`src/rtl/rect_fill_engine_if.sv`:
```
// rect_fill_engine_if: command, RAM-write and status signals of the rectangle fill engine
interface rect_fill_engine_if #(
  parameter int COORD_W = 16,
  parameter int COLOR_W = 3,
  parameter int ADDR_W  = 16
);
  logic               start, abort;
  logic [COORD_W-1:0] xi, yi, xf, yf;
  logic [1:0]         mode;
  logic [COLOR_W-1:0] color0, color1;
  logic               wr_ready, wr_enable;
  logic [ADDR_W-1:0]  wr_address;
  logic [COLOR_W-1:0] wr_data;
  logic               busy, done;
  modport master (
    output start, abort, xi, yi, xf, yf, mode, color0, color1, wr_ready,
    input  wr_enable, wr_address, wr_data, busy, done
  );
  modport slave (
    input  start, abort, xi, yi, xf, yf, mode, color0, color1, wr_ready,
    output wr_enable, wr_address, wr_data, busy, done
  );
endinterface

```
`src/rtl/rect_fill_engine.sv`:
```
// rect_fill_engine: rectangle rasteriser streaming clipped fill/outline/checker pixel writes into video RAM
module rect_fill_engine #(
  parameter int COORD_W = 16,
  parameter int COLOR_W = 3,
  parameter int H_RES   = 80,
  parameter int V_RES   = 60,
  parameter int ADDR_W  = 16
) (
  input logic clk,
  input logic rst,
  rect_fill_engine_if.slave bus
);
  typedef enum logic [1:0] {IDLE, CLIP, DRAW, DONE} state_t;
  localparam logic [COORD_W-1:0] XMAX = COORD_W'(H_RES - 1);
  localparam logic [COORD_W-1:0] YMAX = COORD_W'(V_RES - 1);
  localparam logic [COORD_W-1:0] ONE  = COORD_W'(1);
  state_t state, state_n;
  logic [COORD_W-1:0] xi, yi, xf, yf, xl, xr, yt, yb, x, y;
  logic [COORD_W-1:0] mx, my, cxl, cxr, cyt, cyb, nx, ny, px, py;
  logic [1:0] mode;
  logic [COLOR_W-1:0] c0, c1, data;
  logic [ADDR_W-1:0] addr;
  logic off, last, full_row, step;
  always_comb begin
    cxl = xi < xf ? xi : xf;
    mx = xi < xf ? xf : xi;
    cyt = yi < yf ? yi : yf;
    my = yi < yf ? yf : yi;
    cxr = mx > XMAX ? XMAX : mx;
    cyb = my > YMAX ? YMAX : my;
    off = cxl > XMAX || cyt > YMAX;
    last = x == xr && y == yb;
    full_row = mode != 2'd1 || y == yt || y == yb;
    // outline interior rows jump straight from the left edge to the right edge
    nx = x == xr ? xl : full_row ? x + ONE : xr;
    ny = x == xr ? y + ONE : y;
    px = state == CLIP ? cxl : nx;
    py = state == CLIP ? cyt : ny;
    step = state == CLIP || (state == DRAW && bus.wr_ready);
    state_n = state == IDLE ? (bus.start ? CLIP : IDLE) :
              state == CLIP ? (bus.abort || off ? DONE : DRAW) :
              state == DRAW ? (bus.abort || (bus.wr_ready && last) ? DONE : DRAW) : IDLE;
  end
  always_ff @(posedge clk)
    if (rst) state <= IDLE;
    else state <= state_n;
  always_ff @(posedge clk)
    if (rst) begin
      {xi, yi, xf, yf, xl, xr, yt, yb, x, y} <= '0;
      mode <= '0;
      c0 <= '0;
      c1 <= '0;
      addr <= '0;
      data <= '0;
    end else begin
      if (state == IDLE && bus.start) begin
        xi <= bus.xi;
        yi <= bus.yi;
        xf <= bus.xf;
        yf <= bus.yf;
        mode <= bus.mode;
        c0 <= bus.color0;
        c1 <= bus.color1;
      end
      if (state == CLIP) begin
        xl <= cxl;
        xr <= cxr;
        yt <= cyt;
        yb <= cyb;
      end
      // address and colour are registered together with the coordinate they describe
      if (step) begin
        x <= px;
        y <= py;
        addr <= ADDR_W'(py) * ADDR_W'(H_RES) + ADDR_W'(px);
        data <= mode == 2'd2 && (px[0] ^ py[0]) ? c1 : c0;
      end
    end
  assign bus.wr_enable = state == DRAW;
  assign bus.wr_address = addr;
  assign bus.wr_data = data;
  assign bus.busy = state != IDLE;
  assign bus.done = state == DONE;
endmodule

```
`src/flat_wrapper.sv`:
```
// flat-port wrapper written by rule: the top's interface ports become plain ports
module rect_fill_engine_flat 
#(
  parameter int COORD_W = 16,
  parameter int COLOR_W = 3,
  parameter int H_RES   = 80,
  parameter int V_RES   = 60,
  parameter int ADDR_W  = 16
)
  (clk, rst, bus_start, bus_abort, bus_xi, bus_yi, bus_xf, bus_yf, bus_mode, bus_color0, bus_color1, bus_wr_ready, bus_wr_enable, bus_wr_address, bus_wr_data, bus_busy, bus_done);
  rect_fill_engine_if #(.COORD_W(COORD_W), .COLOR_W(COLOR_W), .ADDR_W(ADDR_W)) bus_i ();
  input logic clk;
  input logic rst;
  input wire logic [$bits(bus_i.start)-1:0] bus_start;
  input wire logic [$bits(bus_i.abort)-1:0] bus_abort;
  input wire logic [$bits(bus_i.xi)-1:0] bus_xi;
  input wire logic [$bits(bus_i.yi)-1:0] bus_yi;
  input wire logic [$bits(bus_i.xf)-1:0] bus_xf;
  input wire logic [$bits(bus_i.yf)-1:0] bus_yf;
  input wire logic [$bits(bus_i.mode)-1:0] bus_mode;
  input wire logic [$bits(bus_i.color0)-1:0] bus_color0;
  input wire logic [$bits(bus_i.color1)-1:0] bus_color1;
  input wire logic [$bits(bus_i.wr_ready)-1:0] bus_wr_ready;
  output wire logic [$bits(bus_i.wr_enable)-1:0] bus_wr_enable;
  output wire logic [$bits(bus_i.wr_address)-1:0] bus_wr_address;
  output wire logic [$bits(bus_i.wr_data)-1:0] bus_wr_data;
  output wire logic [$bits(bus_i.busy)-1:0] bus_busy;
  output wire logic [$bits(bus_i.done)-1:0] bus_done;
  assign bus_i.start = bus_start;
  assign bus_i.abort = bus_abort;
  assign bus_i.xi = bus_xi;
  assign bus_i.yi = bus_yi;
  assign bus_i.xf = bus_xf;
  assign bus_i.yf = bus_yf;
  assign bus_i.mode = bus_mode;
  assign bus_i.color0 = bus_color0;
  assign bus_i.color1 = bus_color1;
  assign bus_i.wr_ready = bus_wr_ready;
  assign bus_wr_enable = bus_i.wr_enable;
  assign bus_wr_address = bus_i.wr_address;
  assign bus_wr_data = bus_i.wr_data;
  assign bus_busy = bus_i.busy;
  assign bus_done = bus_i.done;
  rect_fill_engine #(.COORD_W(COORD_W), .COLOR_W(COLOR_W), .H_RES(H_RES), .V_RES(V_RES), .ADDR_W(ADDR_W)) u_core (.clk(clk), .rst(rst), .bus(bus_i));
endmodule
```
`config.mk`:
```
export PLATFORM = sky130hd
export DESIGN_NAME = rect_fill_engine_flat
export DESIGN_NICKNAME = d
export VERILOG_FILES = /design/src/rtl/rect_fill_engine_if.sv /design/src/rtl/rect_fill_engine.sv /design/src/flat_wrapper.sv
export SDC_FILE = /design/constraint.sdc
export NUM_CORES = 1
export LEC_CHECK = 0
export CORE_UTILIZATION = 60
export CTS_BUF_LIST = sky130_fd_sc_hd__clkbuf_4
export DETAILED_ROUTE_END_ITERATION = 12
export HOLD_SLACK_MARGIN = 0.05
export PLACE_DENSITY_LB_ADDON = 0.05
export SYNTH_ARGS = -nofsm -noshare
export SYNTH_HDL_FRONTEND = slang
export SYNTH_SLANG_ARGS = --single-unit
```
`constraint.sdc`:
```
create_clock -name clk -period 6.2 [get_ports clk]
set_input_delay 1.86 -clock clk [delete_from_list [all_inputs] [get_ports clk]]
set_output_delay 1.86 -clock clk [all_outputs]
set_load 0.02 [all_outputs]
```
==> impl_metrics.csv <==
group,metric,value,unit
route,avgRoutedWirePerCell,16.6,microns
clocking,clock_path_buffers,2,
global_routing,grt_pass1_wl,41700,microns
worst_setup_path,crit_type,"reg -> reg",
sta,finalCriticalPeriod,5.35,ns
sta,finClkSkew,0.0301,ns
worst_setup_path,required,6.73,ns
sta,final-max-slew-violation-count,0,
cells_and_area,n_fill_cell,1428,
power_and_ir_drop,ir_worst_vdd,140,uV
power_and_ir_drop,leakage,0.00475,uW
cells_and_area,layout_commonest_cell,"nand2_1",
global_routing,grt_pass1_vias,8148,
sta,final.period_utilization,86.3,%
clocking,cts_tree,"done",
logic_synthesis,synthArstFlopShare,0,%
placement,portBuffers,98,
route,ant_nets,0,
logic_synthesis,synth_ff_type,"dfxtp_1",
placement,placedCellCount,1506,
worst_setup_path,arrival,5.88,ns
sta,tightest_slew,0.961,ns
route,vias,8776,
logic_synthesis,syn_nets,1399,
route,via_per_inst,5.70,
worst_setup_path,cp-start-kind,"flip-flop",
logic_synthesis,netlist_top_cells_area,"dfxtp_1 36%, nand2_1 8.7%, ha_1 7.6%",
worst_setup_path,critical_path.startpoint,"u_core.x[9]",
worst_setup_path,crit-reg2reg-launch,"u_core.x[9]",
power_and_ir_drop,p_per_area,242,mW/mm^2
logic_synthesis,netlist_instances,1258,
route,wl_met1,12700,microns
logic_synthesis,synth_top_area_cell,"dfxtp_1",
route,drtIter0Drc,596,
global_routing,gr-total-overflow,0,
worst_setup_path,cp_max_fo,10,
route,routed-wl-met2,10700,microns
route,first_pass_iters,5,
route,wl,25500,microns
die,core.rowCount,47,
logic_synthesis,yosysTopAreaCellShare,36.1,%
worst_setup_path,end_kind,"flip-flop",
clocking,cts_buffers,17,
route,wl_met3,1620,microns
die,die_h,133,microns
sta,slew_headroom,35.9,%
clocking,clk_pin_slew,0.16,ns
cells_and_area,areaGrowthSynthToFinish,12.6,%
placement,pre_cts_slack,0.931,ns
clocking,h-tree-depth,4,
sta,rsz0062_at_grt,"false",
worst_hold_path,hp-start,"u_core.bus.wr_address[9]",
run_status,status,"complete, no violations",
cells_and_area,mostFrequentLayoutCells,"237 x nand2_1, 185 x dfxtp_1, 151 x a21oi_1",
die,start_util,61.7,%
clocking,cts_resized,0,
die,die_area,0.0176,sq mm
cells_and_area,final_cells,1539,
logic_synthesis,ys_ff_latch,185,
global_routing,grt_max_degree,74,
clocking,insertion_delay,0.59,ns
clocking,post_cts_buffers,0,
logic_synthesis,netlist_area,0.0103,sq mm
logic_synthesis,synth-edff-count,0,
global_routing,antenna_found_initial,1,
clocking,hold_buffers,0,
placement,gp_congestion,0.907,
logic_synthesis,yosysWarnings,0,
worst_setup_path,reg2reg_slack,0.85,ns
die,coreArea,0.0166,sq mm
logic_synthesis,yosysUniqueCellTypes,51,
route,top_layer,"met4",
cells_and_area,fin_nets,1446,
job,drv_cap,0,
clocking,cts_root_buffer,"clkbuf_4",
sta,setup_viol,0,
worst_hold_path,min_path_type,"reg -> reg",
logic_synthesis,seq_area_frac_synth,36.1,%
route,drc,0,
clocking,clock_sinks,185,
die,num_io_pins,99,
sta,max_freq,187,MHz
sta,hold_viol_final,0,
placement,dp_hpwl,18800,microns
cells_and_area,layout-drive-gt1-share,5.46,%
sta,tns,0,ns
sta,layout_setup_ws,0.851,ns
die,dieWidth,133,microns
logic_synthesis,syn_area_per_cell,8.17,sq um
global_routing,grt.total_usage,29.8,%
## power by group
part | internal (uW) | total [uW] | switching (uW)
logic | 353 | 828 | 475
clock network | 179 | 636 | 456
registers | 1260 | 1340 | 73.3
total | 1800 | 2800 | 1000
## synth_stat cells, drive strengths merged, types with 4 or more instances
library cell  number
and3              10
mux2              17
o21ai             30
a21oi            153
nand2b             4
nor2              71
and4               5
mux2i             67
inv               51
o21bai             5
nor4              17
a21o              12
ha                62
nor3              10
o211ai             7
nand3             21
nor2b              4
and2              21
xnor2             42
o21a              13
clkbuf            61
a211o              5
nand4             15
a31oi              5
a211oi            35
dfxtp            185
nand2            238
buf               21
xor2              46
## stage by stage
stage | hold WS [ns] | area, sq um | util [%] | total power, uW
floorplan | 0.433 | 10300 | - | 1930
global placement | 0.440 | 11300 | 68.0 | 2170
detailed placement | 0.448 | 11300 | 68.0 | 2180
CTS | 0.468 | 11600 | 69.5 | 2800
global route | 0.483 | 11600 | 69.5 | 2950
finish | 0.466 | 11600 | 69.5 | 2800
## worst max-delay path, cell delays in order, from the launching register on
cell and delay [ns]:
dfxtp_1 0.46, xnor2_1 0.15, nand4_1 0.21, nor4_4 0.71, mux2_2 0.40, o21ai_0 0.53, xor2_1 0.16, ha_1 0.25
fa_1 0.41, a21o_1 0.17, a21oi_1 0.20, o21ai_0 0.15, nor2_1 0.13, xnor2_1 0.13, ha_1 0.29, or3_1 0.31
o21ai_0 0.08, a21oi_1 0.06, xnor3_1 0.36, a21oi_1 0.14
## path summary, 6_finish.rpt
path	to	cells past startpoint
min reg2reg	u_core.bus.wr_address[9]	2
max	u_core.bus.wr_address[15]	19
max reg2reg	u_core.bus.wr_address[15]	19
min	u_core.bus.wr_address[9]	2
## flip-flops by register name, indices dropped and copies added (netlist names)
register	count
u_core.bus.wr_address	16
u_core.bus.wr_data	3
u_core.c0	3
u_core.c1	3
u_core.mode	2
u_core.state	2
u_core.x	12
u_core.xf	16
u_core.xi	16
u_core.xl	16
u_core.xr	16
u_core.y	16
u_core.yb	16
u_core.yf	16
u_core.yi	16
u_core.yt	16
## cell type report
| cell class | count | area [sq um] | area share [%] |
|---|---|---|---|
| Multi-Input combinational cell | 940 | 6070 | 52.5 |
| Sequential cell | 185 | 3700 | 32.0 |
| Timing Repair Buffer | 110 | 1070 | 9.23 |
| Tap cell | 220 | 275 | 2.38 |
| Inverter | 51 | 191 | 1.65 |
| Clock buffer | 19 | 143 | 1.23 |
| Clock inverter | 13 | 113 | 0.973 |
| Antenna cell | 1 | 2.50 | 0.0216 |
## metal layers
layer | up-vias | GRT usage, %
met4 | 0 | 8.94
li1 | 4414 | -
met2 | 274 | 43.2
met5 | - | 0
met1 | 4050 | 43.8
met3 | 38 | 6.40
## logic make-up after synthesis
kind of cell	share of synthesized area, %
flip-flops	36.1
AND/OR/NAND/NOR	18.5
adder cells (fa/ha/maj)	7.94
multiplexers	8.39
AO/OA/AOI/OAI	16.0
XOR/XNOR	7.94
buffers and inverters	5.18
Note: power is estimated with default switching activity, not from simulation.
